[config.mk]
export PLATFORM = sky130hd
export DESIGN_NAME = sha256_digest_tx
export DESIGN_NICKNAME = d
export VERILOG_FILES = /design/src/rtl/sha256_pkg.sv /design/src/rtl/sha256_piso.sv /design/src/rtl/sha256_digest_tx.sv
export SDC_FILE = /design/constraint.sdc
export NUM_CORES = 1
export LEC_CHECK = 0
export BUFFER_PORTS_ARGS = -buffer_cell sky130_fd_sc_hd__clkbuf_2
export CORE_MARGIN = 3
export CORE_UTILIZATION = 30
export DETAILED_ROUTE_END_ITERATION = 8
export PLACE_DENSITY = 0.54
export SLEW_MARGIN = 20
export SYNTH_ARGS = -nofsm -noshare
export SYNTH_HDL_FRONTEND = slang
export SYNTH_SLANG_ARGS = --single-unit
[constraint.sdc]
create_clock -name clk_i -period 2 [get_ports clk_i]
set_input_delay 0.2 -clock clk_i [delete_from_list [all_inputs] [get_ports clk_i]]
set_output_delay 0.2 -clock clk_i [all_outputs]
set_load 0.1 [all_outputs]
[src/rtl/sha256_pkg.sv]
`default_nettype none
// ============================================================================
//  Module      : sha256_pkg
//  Description : Shared SHA-256 definitions. Holds the digest width, the
//                FIPS 180-4 initial hash words H0..H7 and the state type of
//                the digest transmitter FSM.
//  Revision    : 1.0 - initial release
// ============================================================================
package sha256_pkg;

    localparam int SHA256_DIGEST_W = 256;

    // Initial hash values. H0 occupies the least significant word of a digest.
    localparam logic [31:0] SHA256_H0 = 32'h6a09e667;
    localparam logic [31:0] SHA256_H1 = 32'hbb67ae85;
    localparam logic [31:0] SHA256_H2 = 32'h3c6ef372;
    localparam logic [31:0] SHA256_H3 = 32'ha54ff53a;
    localparam logic [31:0] SHA256_H4 = 32'h510e527f;
    localparam logic [31:0] SHA256_H5 = 32'h9b05688c;
    localparam logic [31:0] SHA256_H6 = 32'h1f83d9ab;
    localparam logic [31:0] SHA256_H7 = 32'h5be0cd19;

    localparam logic [SHA256_DIGEST_W-1:0] SHA256_H_INIT = {
        SHA256_H7, SHA256_H6, SHA256_H5, SHA256_H4,
        SHA256_H3, SHA256_H2, SHA256_H1, SHA256_H0
    };

    typedef enum logic [0:0] {
        eIdle = 1'b0,
        eSend = 1'b1
    } digest_tx_state_e;

endpackage
`default_nettype wire

[src/rtl/sha256_piso.sv]
`default_nettype none
// ============================================================================
//  Module      : sha256_piso
//  Description : Parallel-load, shift-out register. A load captures data_i;
//                each shift moves the next WORD_W slice into the output
//                position (low end when MSW_FIRST=0, high end otherwise).
//                Load has priority over shift.
//  Ports       : clk_i, reset_i (sync, active high), load_i, shift_i,
//                data_i [WIDTH], word_o [WORD_W]
//  Revision    : 1.0 - initial release
// ============================================================================
module sha256_piso #(
    parameter int WIDTH     = 256,
    parameter int WORD_W    = 32,
    parameter bit MSW_FIRST = 1'b0
) (
    input  logic              clk_i,
    input  logic              reset_i,
    input  logic              load_i,
    input  logic              shift_i,
    input  logic [WIDTH-1:0]  data_i,
    output logic [WORD_W-1:0] word_o
);

    logic [WIDTH-1:0] r_sr;
    logic [WIDTH-1:0] w_shifted;

    // The single-word case has no slice to shift in, so it is handled apart
    // to keep every part-select in range.
    generate
        if (WORD_W == WIDTH) begin : g_single
            assign w_shifted = '0;
            assign word_o    = r_sr;
        end else if (MSW_FIRST) begin : g_msw
            assign w_shifted = {r_sr[WIDTH-WORD_W-1:0], {WORD_W{1'b0}}};
            assign word_o    = r_sr[WIDTH-1 -: WORD_W];
        end else begin : g_lsw
            assign w_shifted = {{WORD_W{1'b0}}, r_sr[WIDTH-1:WORD_W]};
            assign word_o    = r_sr[WORD_W-1:0];
        end
    endgenerate

    always_ff @(posedge clk_i) begin
        if (reset_i) begin
            r_sr <= '0;
        end else if (load_i) begin
            r_sr <= data_i;
        end else if (shift_i) begin
            r_sr <= w_shifted;
        end
    end

endmodule
`default_nettype wire

[src/rtl/sha256_digest_tx.sv]
`default_nettype none
// ============================================================================
//  Module      : sha256_digest_tx
//  Description : Retires 256-bit digests from the SHA-256 core (v/yumi) and
//                serializes each one as WORD_W-bit words on a valid/ready
//                link, flagging the final word. Counts digests sent
//                (saturating). Supports zero-bubble back-to-back digests.
//  Ports       : clk_i, reset_i (sync, active high), en_i,
//                v_i, digest_i [256], yumi_o        - core side
//                v_o, data_o [WORD_W], last_o, ready_i - outbound link
//                digest_cnt_o [16]                  - digests transmitted
//  Revision    : 1.0 - initial release
// ============================================================================
module sha256_digest_tx
    import sha256_pkg::*;
#(
    parameter int    WORD_W    = 32,
    parameter bit    MSW_FIRST = 1'b0,
    parameter string core_id   = "inv"
) (
    input  logic                       clk_i,
    input  logic                       reset_i,
    input  logic                       en_i,
    input  logic                       v_i,
    input  logic [SHA256_DIGEST_W-1:0] digest_i,
    output logic                       yumi_o,
    output logic                       v_o,
    output logic [WORD_W-1:0]          data_o,
    output logic                       last_o,
    input  logic                       ready_i,
    output logic [15:0]                digest_cnt_o
);

    localparam int NUM_WORDS = SHA256_DIGEST_W / WORD_W;
    localparam int CNT_W     = (NUM_WORDS > 1) ? $clog2(NUM_WORDS) : 1;
    localparam logic [CNT_W-1:0] c_LAST_WORD = CNT_W'(NUM_WORDS - 1);

    generate
        if ((SHA256_DIGEST_W % WORD_W) != 0) begin : g_bad_word_w
            $error("sha256_digest_tx %s: WORD_W must divide 256", core_id);
        end
    endgenerate

    digest_tx_state_e  r_state;
    digest_tx_state_e  w_state_next;
    logic [CNT_W-1:0]  r_word_cnt;
    logic [15:0]       r_digest_cnt;
    logic              w_active;
    logic              w_hs;
    logic              w_last;
    logic              w_yumi;
    logic              w_load;
    logic              w_shift;
    logic [WORD_W-1:0] w_word;

    // Outputs are suppressed while reset is applied so a digest interrupted
    // by reset emits nothing further.
    assign w_active = (r_state == eSend) && !reset_i;
    assign w_last   = (r_word_cnt == c_LAST_WORD);
    assign w_hs     = w_active && en_i && ready_i;

    always_comb begin
        w_state_next = r_state;
        w_yumi       = 1'b0;
        w_load       = 1'b0;
        w_shift      = 1'b0;
        if (!reset_i) begin
            case (r_state)
                eIdle: begin
                    if (v_i && en_i) begin
                        w_yumi       = 1'b1;
                        w_load       = 1'b1;
                        w_state_next = eSend;
                    end
                end
                eSend: begin
                    if (w_hs) begin
                        w_shift = 1'b1;
                        if (w_last) begin
                            // Retire the next digest in the same cycle the
                            // current one finishes: no idle bubble.
                            if (v_i && en_i) begin
                                w_yumi = 1'b1;
                                w_load = 1'b1;
                            end else begin
                                w_state_next = eIdle;
                            end
                        end
                    end
                end
                default: w_state_next = eIdle;
            endcase
        end
    end

    always_ff @(posedge clk_i) begin
        if (reset_i) begin
            r_state      <= eIdle;
            r_word_cnt   <= '0;
            r_digest_cnt <= '0;
        end else begin
            r_state <= w_state_next;
            if (w_load || (w_hs && w_last)) begin
                r_word_cnt <= '0;
            end else if (w_hs) begin
                r_word_cnt <= r_word_cnt + CNT_W'(1);
            end
            if (w_hs && w_last && (r_digest_cnt != 16'hFFFF)) begin
                r_digest_cnt <= r_digest_cnt + 16'd1;
            end
        end
    end

    sha256_piso #(
        .WIDTH     (SHA256_DIGEST_W),
        .WORD_W    (WORD_W),
        .MSW_FIRST (MSW_FIRST)
    ) u_piso (
        .clk_i   (clk_i),
        .reset_i (reset_i),
        .load_i  (w_load),
        .shift_i (w_shift),
        .data_i  (digest_i),
        .word_o  (w_word)
    );

    assign yumi_o       = w_yumi;
    assign v_o          = w_active && en_i;
    assign data_o       = w_active ? w_word : '0;
    assign last_o       = v_o && w_last;
    assign digest_cnt_o = r_digest_cnt;

endmodule
`default_nettype wire

== After elaboration in Yosys (flattened, before gate mapping) ==
Index checks and enable logic that the tools add are counted.

* Equal/unequal tests: 2
* Bitwise gates (word level): 1
* Reductions and logical operators: 11
* Muxes and demuxes: 14
* Add/subtract/negate cells: 2

{| class="wikitable"
|+ Operator list
! operator !! count
|-
| 256-bit two-way mux || 2
|-
| 32-bit two-way mux || 1
|-
| 16-bit by 1-bit adder with 16-bit output (second input constant) || 1
|-
| 16-bit inequality test (second input constant) || 1
|-
| 1-bit two-way mux || 9
|-
| 1-bit logical AND || 7
|-
| 1-bit case mux with 2 select lines || 2
|-
| 3-bit by 1-bit adder with 3-bit output (second input constant) || 1
|-
| 3-bit == test (second input constant) || 1
|-
| 2-bit nonzero test || 1
|-
| 2-bit OR reduction || 1
|-
| 1-bit logical NOT || 1
|-
| 1-bit logical OR || 1
|-
| 1-bit inverter || 1
|}

* Word-level logic and storage cells: 34
* Register bits after elaboration: 276
* Input bits: 261
* Output and inout port bits: 51

== Depth between registers and ports, before layout ==
Gate-level depths: netlist of the first run.

* Depth after elaboration: 9
* Mapped depth: 8
* Mapped depth without buffers: 7

== Modules after synthesis ==
A second synthesis of the first run with hierarchy kept.

* Cells, all modules: 1324
* Area total of the unflattened synthesis: 13155.1 um^2

{| class="wikitable"
|+ By module, submodules not included
! module !! sequential area each (um^2) !! instances !! cells an instance !! area each (um^2)
|-
| sha256_piso || 5124.9 || 1 || 1170 || 11878.9
|-
| sha256_digest_tx || 400.4 || 1 || 154 || 1276.2
|}

== Worst setup path after synthesis of the first run ==
No wires, ideal clock.

* Kind: reg-to-reg
* Start point: register r_word_cnt[0]
* End point: register u_piso.r_sr[228]
* Path buffers: 1
* Setup time: 0.069 ns
* Path slack: -0.634 ns
* Stages on the path, launching flop included: 9
* Clock period less this slack: 2.634 ns
* Data required time: 1.931 ns
* Data arrival time: 2.565 ns
* Cells stage by stage: dfxtp_1 > ha_1 > ha_1 > a21bo_2 > nand4_1 > inv_2 > buf_1 > a22oi_1 > nor2_1

* Cells in the longest elaborated chain, start to end: 6
* Elaborated cells on any way between the ends: 7
* Classes of those cells: eq/ne (1); mux (5); reduce/logical (1)

{| class="wikitable"
|+ RTL lines
! element !! RTL line !! text
|-
| start: declaration || sha256_digest_tx.sv:46 || <nowiki>logic [CNT_W-1:0] r_word_cnt;</nowiki>
|-
| start signal: assignment || sha256_digest_tx.sv:106 || <nowiki>r_word_cnt <= r_word_cnt + CNT_W'(1);</nowiki>
|-
| 3-bit == test * || sha256_digest_tx.sv:59 || <nowiki>assign w_last = (r_word_cnt == c_LAST_WORD);</nowiki>
|-
| 1-bit two-way mux * (2 in a row) || n/a ||
|-
| 1-bit case mux with 2 select lines * || n/a ||
|-
| 1-bit two-way mux * || n/a ||
|-
| named net yumi_o || sha256_digest_tx.sv:26 || <nowiki>output logic yumi_o,</nowiki>
|-
| 256-bit two-way mux or 2-bit nonzero test (tied branches) || n/a ||
|-
| end signal: assignment || sha256_piso.sv:47 || <nowiki>r_sr <= data_i;</nowiki>
|-
| end signal: assignment || sha256_piso.sv:49 || <nowiki>r_sr <= w_shifted;</nowiki>
|-
| end: declaration || sha256_piso.sv:25 || <nowiki>logic [WIDTH-1:0] r_sr;</nowiki>
|}

The timed path passes the listed nets; every way through them passes the cells marked *.
A chain may end at the register's enable or synchronous reset.

== Worst setup path in the final report of the first run ==
* Start point: register r_word_cnt[1]
* End point: output port yumi_o

* Cells in the longest elaborated chain, start to end: 5

{| class="wikitable"
|+ RTL lines
! element !! RTL line !! text
|-
| 3-bit == test || sha256_digest_tx.sv:59 ||
|-
| 1-bit two-way mux || sha256_digest_tx.sv:79 || <nowiki>if (w_last) begin</nowiki>
|-
| 1-bit two-way mux || sha256_digest_tx.sv:77 || <nowiki>if (w_hs) begin</nowiki>
|-
| 1-bit case mux with 2 select lines || sha256_digest_tx.sv:68 || <nowiki>case (r_state)</nowiki>
|-
| 1-bit two-way mux || sha256_digest_tx.sv:67 || <nowiki>if (!reset_i) begin</nowiki>
|-
| end: declaration || sha256_digest_tx.sv:26 ||
|}

No other way between the ends.

==> flow_metrics.tcl, run 1 <==
set metrics [dict create \
    num_vias 11698 \
    fp.dieH_um 206.3 \
    final_common_cell "clkbuf_2" \
    fin_nets 2090 \
    io_pins 312 \
    cpPeakStageDelay_ps 330 \
    layout_setup_ws_ps -119.4 \
    cts.sinks 276 \
    yosys.area_share.simple_pct 12.41 \
    cts_max_path_buffers 3 \
    grt.busiest_layer "met2" \
    p_seq_share_pct 43.6 \
    hold_violations 0 \
    cp_data_arrival_time_ps 1920 \
    dpl_cell_area_um2 15010 \
    fp.coreArea_um2 39100 \
    syn_area_um2 12030 \
    routed_wl_mm 42.45 \
    async_flop_share_pct 0 \
    grt_setup_unrepaired "yes" \
    post-route-drc-count 0 \
    synthMuxAreaShare_pct 19.28 \
    path_clk_slew_ps 60 \
    postLayoutCoreUtil_pct 49.96 \
    fp.dieW_um 206.3 \
    grt_usage_pct 19.20 \
    synth_xor_xnor_area_share_pct 0.07280 \
    ys.flop_type "dfxtp_1" \
    critPathKind "register to output port" \
    powerDensity_nw_per_um2 697.1 \
    die_area_um2 42540 \
    finalSetupViolCount 46 \
    layout_min_cycle_time_ps 2119 \
    met2_usage_pct 29.98 \
    stdcell_count 2370 \
    final_area_um2 19530 \
    synth_compound_area_share_pct 17.53 \
    hp-class "input pin to register" \
    critPathLaunchType "register" \
    syn_nets 1524 \
    max_cap_viol_count 0 \
    grt_util_met3_pct 2.961 \
    grt_pass1_wl_mm 65.42 \
    h-tree-depth 2 \
    insertion_delay_ps 520 \
    wl_per_cell_um 17.91 \
    viasPerCell 4.936 \
    grt_max_degree 150 \
    slowest_stage "dfxtp_2" \
    synth-adder-area-share_pct 0.3120 \
    final_cell_mix "clkbuf_2, nor2_1, dfxtp_1" \
    postSynthAreaPerCell_um2 9.549 \
    status "finished with violations" \
    rows 72 \
    first_iter_violations 459 \
    required_ps 1800 \
    slew-limit-headroom_pct 48.17 \
    fin_crit_sh_pct 106.0 \
    syn_inst 1260 \
    fmax_ghz 0.4718 \
    p_sw_mw 3.342 \
    skew_ps 9.317 \
    critPathMaxFanout 4 \
    worstMarginPinSlew_ps 777.5 \
    synth_top_family_by_area "multiplexers" \
    initial_core_util_pct 30.77 \
    p_sw_share_pct 24.54 \
    hpwl_mm 26.24 \
    hold_depth 3 \
    cp-end-kind "output port" \
    ant_nets 0 \
    fillers 3509 \
    p_leak_nw 7.458 \
    ys_seq_elements 276 \
    vdd_drop_max_v 0.0004865 \
    antenna_found_initial 3 \
    synth_cell_types 42 \
    ys_warn_count 0 \
    use_met1_pct 27.44 \
    synth-seq-area-share_pct 45.92 \
    clock_power_share_pct 43.7 \
    drive_gt1_share_pct 29.42 \
    syn2layout_area_growth_pct 62.34 \
    gp_congestion 0.7808 \
    p_int_mw 10.27 \
    grt_pass1_vias 11724 \
    grt_overflow_total 0 \
    portBuffers 311 \
    tritoncts "done" \
    synth_edf_count 0 \
    violations "negative setup slack" \
    drt-pass1-iter-count 5 \
    cts_made_buffers 34 \
    path_cells "ha_4 > ha_4 > buf_6 > a21bo_4 > nand4_1 > buf_6 > inv_12 > buf_12" \
    slew_viol_final 0 \
    r2r_cells 11 \
    dp_cells 2025 \
    p_total_mw 13.62 \
    cts_root_buf "clkbuf_16" \
    combinationalPowerShare_pct 12.7 \
]
==> power by group through the flow <==
stage | Sequential [mW] | Clock (mW) | Combinational, mW
3_5_place_dp | 6.05 | 0 | 1.15
3_3_place_gp | 6.04 | 0 | 1.14
4_1_cts | 5.93 | 6.14 | 1.65
6_report | 5.93 | 5.95 | 1.73
2_1_floorplan | 5.95 | 0 | 0.657
5_1_grt | 5.96 | 6.33 | 1.87
==> metal layers <==
metal  part of all wire (%)  vias up
met2                     45      304
li1                       -     5778
met3                    4.5       57
met5                      0        -
met1                     49     5559
met4                    2.0        0
==> through the flow <==
stage / TNS, ps / hold slack (ps) / setup slack [ps]
after floorplan: -24.83 / 336.0 / -24.83
after global routing: -8698 / 19.65 / -202.5
after detailed placement: -4234 / 429.6 / -83.58
after CTS: -2389 / -130.6 / -160.5
after global placement: -1171 / 426.2 / -79.79
final: -714.0 / 6.981 / -119.4
==> worst max-delay path, delay by kind of cell (launching register included) <==
kind / cells / cell delay [ps]
flip-flops: 1 / 330
AO/OA/AOI/OAI: 1 / 200
buffers and inverters: 4 / 450
adder cells (fa/ha/maj): 2 / 310
AND/OR/NAND/NOR: 1 / 100
==> cell usage after synthesis (2+ instances only) <==
cell type / n / area (um^2)
a211oi_1: 225 / 1689
a21oi_1: 5 / 25.02
a22oi_1: 32 / 240.2
and2_1: 33 / 206.5
buf_1: 5 / 18.77
buf_2: 46 / 230.2
buf_4: 2 / 15.01
clkbuf_1: 63 / 236.5
dfxtp_1: 276 / 5525
ha_1: 3 / 37.54
inv_1: 6 / 22.52
mux2_2: 6 / 67.56
mux2i_1: 225 / 2252
nand2_1: 5 / 18.77
nand3_1: 10 / 50.05
nand4_1: 3 / 18.77
nor2_1: 267 / 1002
nor2b_1: 6 / 37.54
nor4_1: 10 / 62.56
o211a_1: 2 / 20.02
o21ai_0: 2 / 10.01
o311ai_0: 3 / 26.28
o31ai_1: 2 / 15.01
o41ai_1: 3 / 26.28
or4_1: 3 / 22.52
==> sequential cells by signal (all words and copies together) (netlist names) <==
signal and count:
digest_cnt_o 16, r_state 1, r_word_cnt 3, u_piso.r_sr 256
==> worst paths after layout <==
kind | startpoint | slack, ps | end
worst max-delay path | r_word_cnt[1]$_SDFFE_PP0N_ | -120 | yumi_o
worst min-delay path | digest_i[122] | 7 | u_piso.r_sr[122]$_SDFFE_PP0P_
worst max register to register | r_word_cnt[1]$_SDFFE_PP0N_ | -40 | u_piso.r_sr[251]$_SDFFE_PP0P_
worst min register to register | digest_cnt_o[15]$_SDFFE_PP0P_ | 480 | digest_cnt_o[15]$_SDFFE_PP0P_
==> area by class of cell <==
type | count | area [um^2] | share of cell area, %
multi-input cells | 860 | 6316 | 32.34
repair buffers | 647 | 5863 | 30.02
flip-flops and latches | 276 | 5579 | 28.56
clock buffers | 51 | 1028 | 5.266
well taps | 518 | 648.1 | 3.318
clock inverters | 8 | 47.55 | 0.2434
inverters | 7 | 42.54 | 0.2178
diodes | 3 | 7.507 | 0.03843
==> cells by family after synthesis <==
group                      count (synthesis)
AOI/OAI and AO/OA                        281
xor gates and xnor gates                   1
adders and majority gates                  3
buffers and inverters                    124
and+or+nand+nor                          344
muxes                                    231
DFF                                      276
==> repair_timing <==
item                                    4_1_cts  5_1_grt
setup buffers                                13        6
endpoints found under the hold margin       259        4
endpoints found under the setup margin      216      229
pin swaps                                    21        1
gates resized for setup                      50       70
hold buffers                                255        1
gates cloned                                  8        5
No activity file was read; power rests on OpenSTA's default activity.
==> run 2, diff against run 1 <==
Settings changed: ABC_AREA set to 1, CTS_BUF_LIST set to sky130_fd_sc_hd__clkbuf_4 sky130_fd_sc_hd__clkbuf_8, PLACE_DENSITY 0.54 to 0.51.
Clock period 2 ns to 2.57 ns, I/O delays scaled along.
==> run 2 against run 1 <==
  * The run now ends clean
  * Cell count rose by 53%
  * Sequential share of layout area shrank 2.1 points
  * Clock skew rose by 19 ps
  * Synthesized cell count up 97%
  * Setup slack improved by 240 ps
  * Clock power shrank 19%
==> flow_metrics.tcl, run 2 <==
set metrics [dict create \
    die_area_um2 51390 \
    gp_congestion 0.8508 \
    stdcell_count 3629 \
    fin_crit_sh_pct 95.21 \
    cp-end-kind "output port" \
    ys_warn_count 0 \
    grt_usage_pct 21.02 \
    hpwl_mm 36.52 \
    final_cell_mix "nand2_1, inv_1, nand3_1" \
    vdd_drop_max_v 0.0004316 \
    path_clk_slew_ps 60 \
    post-route-drc-count 0 \
    fp.coreArea_um2 47950 \
    postSynthAreaPerCell_um2 5.873 \
    initial_core_util_pct 30.47 \
    required_ps 2310 \
    synth_cell_types 24 \
    grt_overflow_total 0 \
    drive_gt1_share_pct 14.77 \
    wl_per_cell_um 15.08 \
    fp.dieW_um 226.7 \
    dp_cells 3285 \
    syn_area_um2 14610 \
    rows 80 \
    cts_max_path_buffers 3 \
    dpl_cell_area_um2 17220 \
    ys.flop_type "dfxtp_1" \
    syn2layout_area_growth_pct 42.98 \
    powerDensity_nw_per_um2 516.3 \
    critPathLaunchType "register" \
    cts.sinks 276 \
    insertion_delay_ps 630 \
    viasPerCell 4.555 \
    postLayoutCoreUtil_pct 43.57 \
    max_cap_viol_count 0 \
    netlist.area_leader.share_pct 37.81 \
    critPathKind "register to output port" \
    fmax_ghz 0.4087 \
    syn_nets 2752 \
    fp.dieH_um 226.7 \
    hp-class "input pin to register" \
    antenna_found_initial 1 \
    drt-pass1-iter-count 4 \
    yosysTopAreaCell "dfxtp_1" \
    cpLargestDelayFamily "simple AND/OR/NAND/NOR gates" \
    fin_nets 3238 \
    synth_most_common_cell "nand2_1" \
    slew_viol_final 0 \
    synth_top_cells_by_count "nand2_1, inv_1, nand3_1" \
    status "finished clean" \
    grt_pass1_wl_mm 85.91 \
    cts_made_buffers 53 \
    cpPeakStageDelay_ps 360 \
    critPathMaxFanout 22 \
    routed_wl_mm 54.73 \
    fin_hold_ws_ps 38.15 \
    num_vias 16530 \
    grt_max_degree 229 \
    final_area_um2 20890 \
    p_leak_nw 10.15 \
    slowest_stage "dfxtp_1" \
    slew-limit-headroom_pct 8.909 \
    critical_path_buf_inv_count 2 \
    ys_seq_elements 276 \
    layout_min_cycle_time_ps 2447 \
    synth_edf_count 0 \
    h-tree-depth 2 \
    grt_pass1_vias 16281 \
    synthTopCellsByArea "dfxtp_1, nand2_1, nand3_1, inv_1, nor2_1" \
    setup_tns_ps 0 \
    worst_path_most_repeated_cell "ha_1" \
    largest_register_ffs 256 \
    first_iter_violations 1208 \
    hold_violations 0 \
    grt_setup_unrepaired "no" \
    skew_ps 28.44 \
    ant_nets 0 \
    async_flop_share_pct 0 \
    io_pins 312 \
    portBuffers 311 \
    finalSetupViolCount 0 \
    tritoncts "done" \
    final_common_cell "nand2_1" \
    cts_root_buf "clkbuf_8" \
    worstMarginPinSlew_ps 1366 \
    path_cells "ha_1 > ha_1 > nand4_1 > nand2_4 > nand2_8 > clkinv_8 > buf_12" \
    syn_inst 2488 \
    largest-register "u_piso.r_sr" \
    synth-seq-area-share_pct 37.81 \
    cp_data_arrival_time_ps 2190 \
]
## run 2: cell count changes after synthesis, moves of 10 or more
cell / delta
clkbuf_1: +14
a22oi_1: -32
a211oi_1: -225
nand3_1: +412
and2_1: -33
nand2_1: +801
inv_1: +424
nor4_1: -10
buf_2: +33
a21oi_1: +43
nor2_1: +47
mux2i_1: -225
## run 2: area by class of cell
type                    count  area [um^2]
well taps                 615        769.5
clock inverters            11        135.1
repair buffers            591         4980
flip-flops and latches    276         5525
inverters                 434         1654
fillers                  5035        27050
multi-input cells        1618         6789
diodes                      1        2.502
clock buffers              83         1036
## run 2: path summary, 6_finish.rpt
| path | slack, ps | to | start | cells after the start |
|---|---|---|---|---|
| setup / recovery | 120 | yumi_o | r_word_cnt[0]$_SDFFE_PP0N_ | 7 |
| hold / removal | 40 | u_piso.r_sr[118]$_SDFFE_PP0P_ | digest_i[118] | 5 |
| hold reg to reg | 460 | u_piso.r_sr[235]$_SDFFE_PP0P_ | u_piso.r_sr[235]$_SDFFE_PP0P_ | 2 |
| setup reg to reg | 430 | u_piso.r_sr[69]$_SDFFE_PP0P_ | r_word_cnt[0]$_SDFFE_PP0N_ | 11 |
## run 2: power by group
| part | switching [mW] | total [mW] | leakage [nW] | internal (mW) |
|---|---|---|---|---|
| clock network | 2.00 | 4.84 | 0.619 | 2.85 |
| registers | 0.0831 | 4.51 | 2.24 | 4.43 |
| logic | 0.778 | 1.44 | 7.29 | 0.657 |
| total | 2.86 | 10.8 | 10.2 | 7.93 |
## run 2: tightest hold or removal path: cells and delay by family
kind	cells	cell delay (ps)
AND/OR/NAND/NOR	3	270
buffers and inverters	2	110
## run 2: metrics by stage
step                      worst slack (ps)  power (mW)
after global placement               468.7       5.716
final                                123.2       10.79
after CTS                            11.18       10.95
after floorplan                      105.6       5.242
after detailed placement             373.1       5.726
after global routing                 3.091       11.29
## run 2: metal layers
layer | vias up | track usage [%] | routed length [um]
li1 | 8422 | - | -
met1 | 7572 | 26.64 | 24170
met2 | 428 | 36.57 | 26500
met3 | 108 | 2.809 | 2328
met4 | 0 | 7.476 | 1742
met5 | - | 0 | 0
## run 2: logic make-up (layout without fill, tap and decap cells)
logic type      Yosys count  after routing  share of synthesized area [%]
compound gates           57             57                          1.978
xor+xnor                  6              6                         0.3596
fa+ha+maj                 3              3                         0.2569
buf+inv                 594           1119                          15.94
flops                   276            276                          37.81
other cells               0              1                              0
simple gates           1552           1552                          43.65
## run 2: what timing repair did
item / in CTS / in global routing
setup buffers: 1 / 0
setup endpoints to repair: 1 / 1
hold buffers: 248 / 0
resized for setup: 2 / 2
endpoints found under the hold margin: 248 / 0
pin swaps: 1 / 0
==> run 3, diff against run 2 <==
Settings changed: CORE_MARGIN 3 to 2, CORE_UTILIZATION 30 to 40, PLACE_DENSITY 0.51 to 0.64.
==> run 3 against run 2 <==
  * Sequential cell count unchanged
  * Via count decreased by 1.2%
  * Clock power decreased by 10%
  * Routed wire length decreased by 10%
  * Fmax increased by 2.7%
  * Total power decreased by 5.5%
==> flow_metrics.tcl, run 3 (same netlist as run 2, synthesis figures left out) <==
set metrics [dict create \
    hold_violations 0 \
    antenna_found_initial 2 \
    fmax_ghz 0.4199 \
    cts.sinks 276 \
    portBuffers 311 \
    wl_per_cell_um 14.42 \
    grt_setup_unrepaired "no" \
    largest-register "u_piso.r_sr" \
    worstMarginPinSlew_ps 1097 \
    finalSetupViolCount 0 \
    cts_root_buf "clkbuf_8" \
    cp_data_arrival_time_ps 2120 \
    worst_path_most_repeated_cell "ha_1" \
    cts_made_buffers 49 \
    max_cap_viol_count 0 \
    critPathLaunchType "register" \
    largest_register_ffs 256 \
    fillers 3640 \
    routed_wl_mm 49.19 \
    fin_crit_sh_pct 92.66 \
    setup_tns_ps 0 \
    slowest_stage "dfxtp_1" \
    status "finished clean" \
    grt_max_degree 229 \
    cp-end-kind "output port" \
    viasPerCell 4.787 \
    fin_nets 3173 \
    skew_ps 34.91 \
    io_pins 312 \
    path_clk_slew_ps 60 \
    insertion_delay_ps 590 \
    ant_nets 0 \
    drive_gt1_share_pct 14.99 \
    fp.dieW_um 195.1 \
    die_area_um2 38070 \
    grt_pass1_vias 15849 \
    h-tree-depth 2 \
    cpLargestDelayFamily "simple AND/OR/NAND/NOR gates" \
    grt_overflow_total 0 \
    critPathKind "register to output port" \
    post-route-drc-count 0 \
    cts_max_path_buffers 3 \
    final_common_cell "nand2_1" \
    vdd_drop_max_v 0.0003274 \
    p_leak_nw 9.838 \
    grt_usage_pct 25.50 \
    powerDensity_nw_per_um2 510.7 \
    drt-pass1-iter-count 5 \
    fp.coreArea_um2 36260 \
    final_cell_mix "nand2_1, inv_1, nand3_1" \
    path_cells "ha_1 > ha_1 > nand4_1 > nand2_4 > nand2_8 > inv_8 > buf_12" \
    slew_viol_final 0 \
    syn2layout_area_growth_pct 36.65 \
    tritoncts "done" \
    grt_pass1_wl_mm 79.72 \
    fp.dieH_um 195.1 \
    critical_path_buf_inv_count 2 \
    num_vias 16333 \
    hpwl_mm 33.40 \
    critPathMaxFanout 16 \
    first_iter_violations 1107 \
    required_ps 2310 \
    cpPeakStageDelay_ps 340 \
    layout_min_cycle_time_ps 2381 \
    fin_hold_ws_ps 28.94 \
    rows 70 \
    slew-limit-headroom_pct 26.86 \
    hp-class "input pin to register" \
    initial_core_util_pct 40.30 \
    gp_congestion 0.8734 \
]
[run 3: cell types whose count changed in the layout (fill, tap and decap cells not counted), moves of 3 or more]
cell           change
bufinv_16          -3
clkbuf_4           -3
clkinv_2           -5
inv_6              +3
dlygate4sd3_1     -67
buf_4              +5
[run 3: final timing paths]
check / endpoint / depth (start not counted) / from / slack [ps]
max reg2reg: u_piso.r_sr[159]$_SDFFE_PP0P_ / 10 / r_word_cnt[0]$_SDFFE_PP0N_ / 370
min reg2reg: u_piso.r_sr[243]$_SDFFE_PP0P_ / 2 / u_piso.r_sr[243]$_SDFFE_PP0P_ / 470
max: yumi_o / 7 / r_word_cnt[0]$_SDFFE_PP0N_ / 190
min: u_piso.r_sr[214]$_SDFFE_PP0P_ / 5 / digest_i[214] / 30
[run 3: report_power, final]
part           total [mW]  switching (mW)  internal (mW)
sequential           4.51          0.0847           4.42
combinational        1.34           0.736          0.600
clock                4.35            1.85           2.50
total                10.2            2.67           7.53
[run 3: layout make-up]
type	instances	area, um^2	share of cell area [%]
Sequential cell	276	5525	27.67
Tap cell	468	585.6	2.933
Timing Repair Buffer	530	4367	21.87
Clock inverter	3	21.27	0.1065
Inverter	434	1647	8.247
Multi-Input combinational cell	1618	6789	34.00
Antenna cell	2	5.005	0.02507
Clock buffer	81	1027	5.145
[run 3: worst min-delay path, delay by kind of cell]
family	cells	cell delay, ps
buffers and inverters	2	140
and+or+nand+nor	3	200
[run 3: timing repair]
| action | 4_1_cts | 5_1_grt |
|---|---|---|
| pin swaps | 1 | 2 |
| hold buffers | 181 | 0 |
| endpoints found under the setup margin | 1 | 1 |
| hold endpoints to repair | 181 | 0 |
| buffers inserted | 1 | 1 |
| gates resized for setup | 1 | 2 |
[run 3: metal layers]
| layer | global-route usage, % | share of wire (%) | vias to the layer above |
|---|---|---|---|
| met5 | 0 | 0 | - |
| met4 | 8.849 | 2.9 | 0 |
| met3 | 4.404 | 5.8 | 94 |
| met2 | 44.37 | 49 | 492 |
| met1 | 31.79 | 42 | 7463 |
| li1 | - | - | 8284 |
[run 3: stage by stage]
stage	cells	util, %	worst slack (ps)	area (um^2)	power (mW)
finish	3412	55.07	188.6	19970	10.20
global route	3412	55.07	25.04	19970	10.65
CTS	3409	55.02	47.43	19950	10.29
detailed placement	3143	47.10	438.9	17080	5.699
global placement	3143	47.10	464.0	17080	5.685
floorplan	2488	-	105.6	14620	5.242
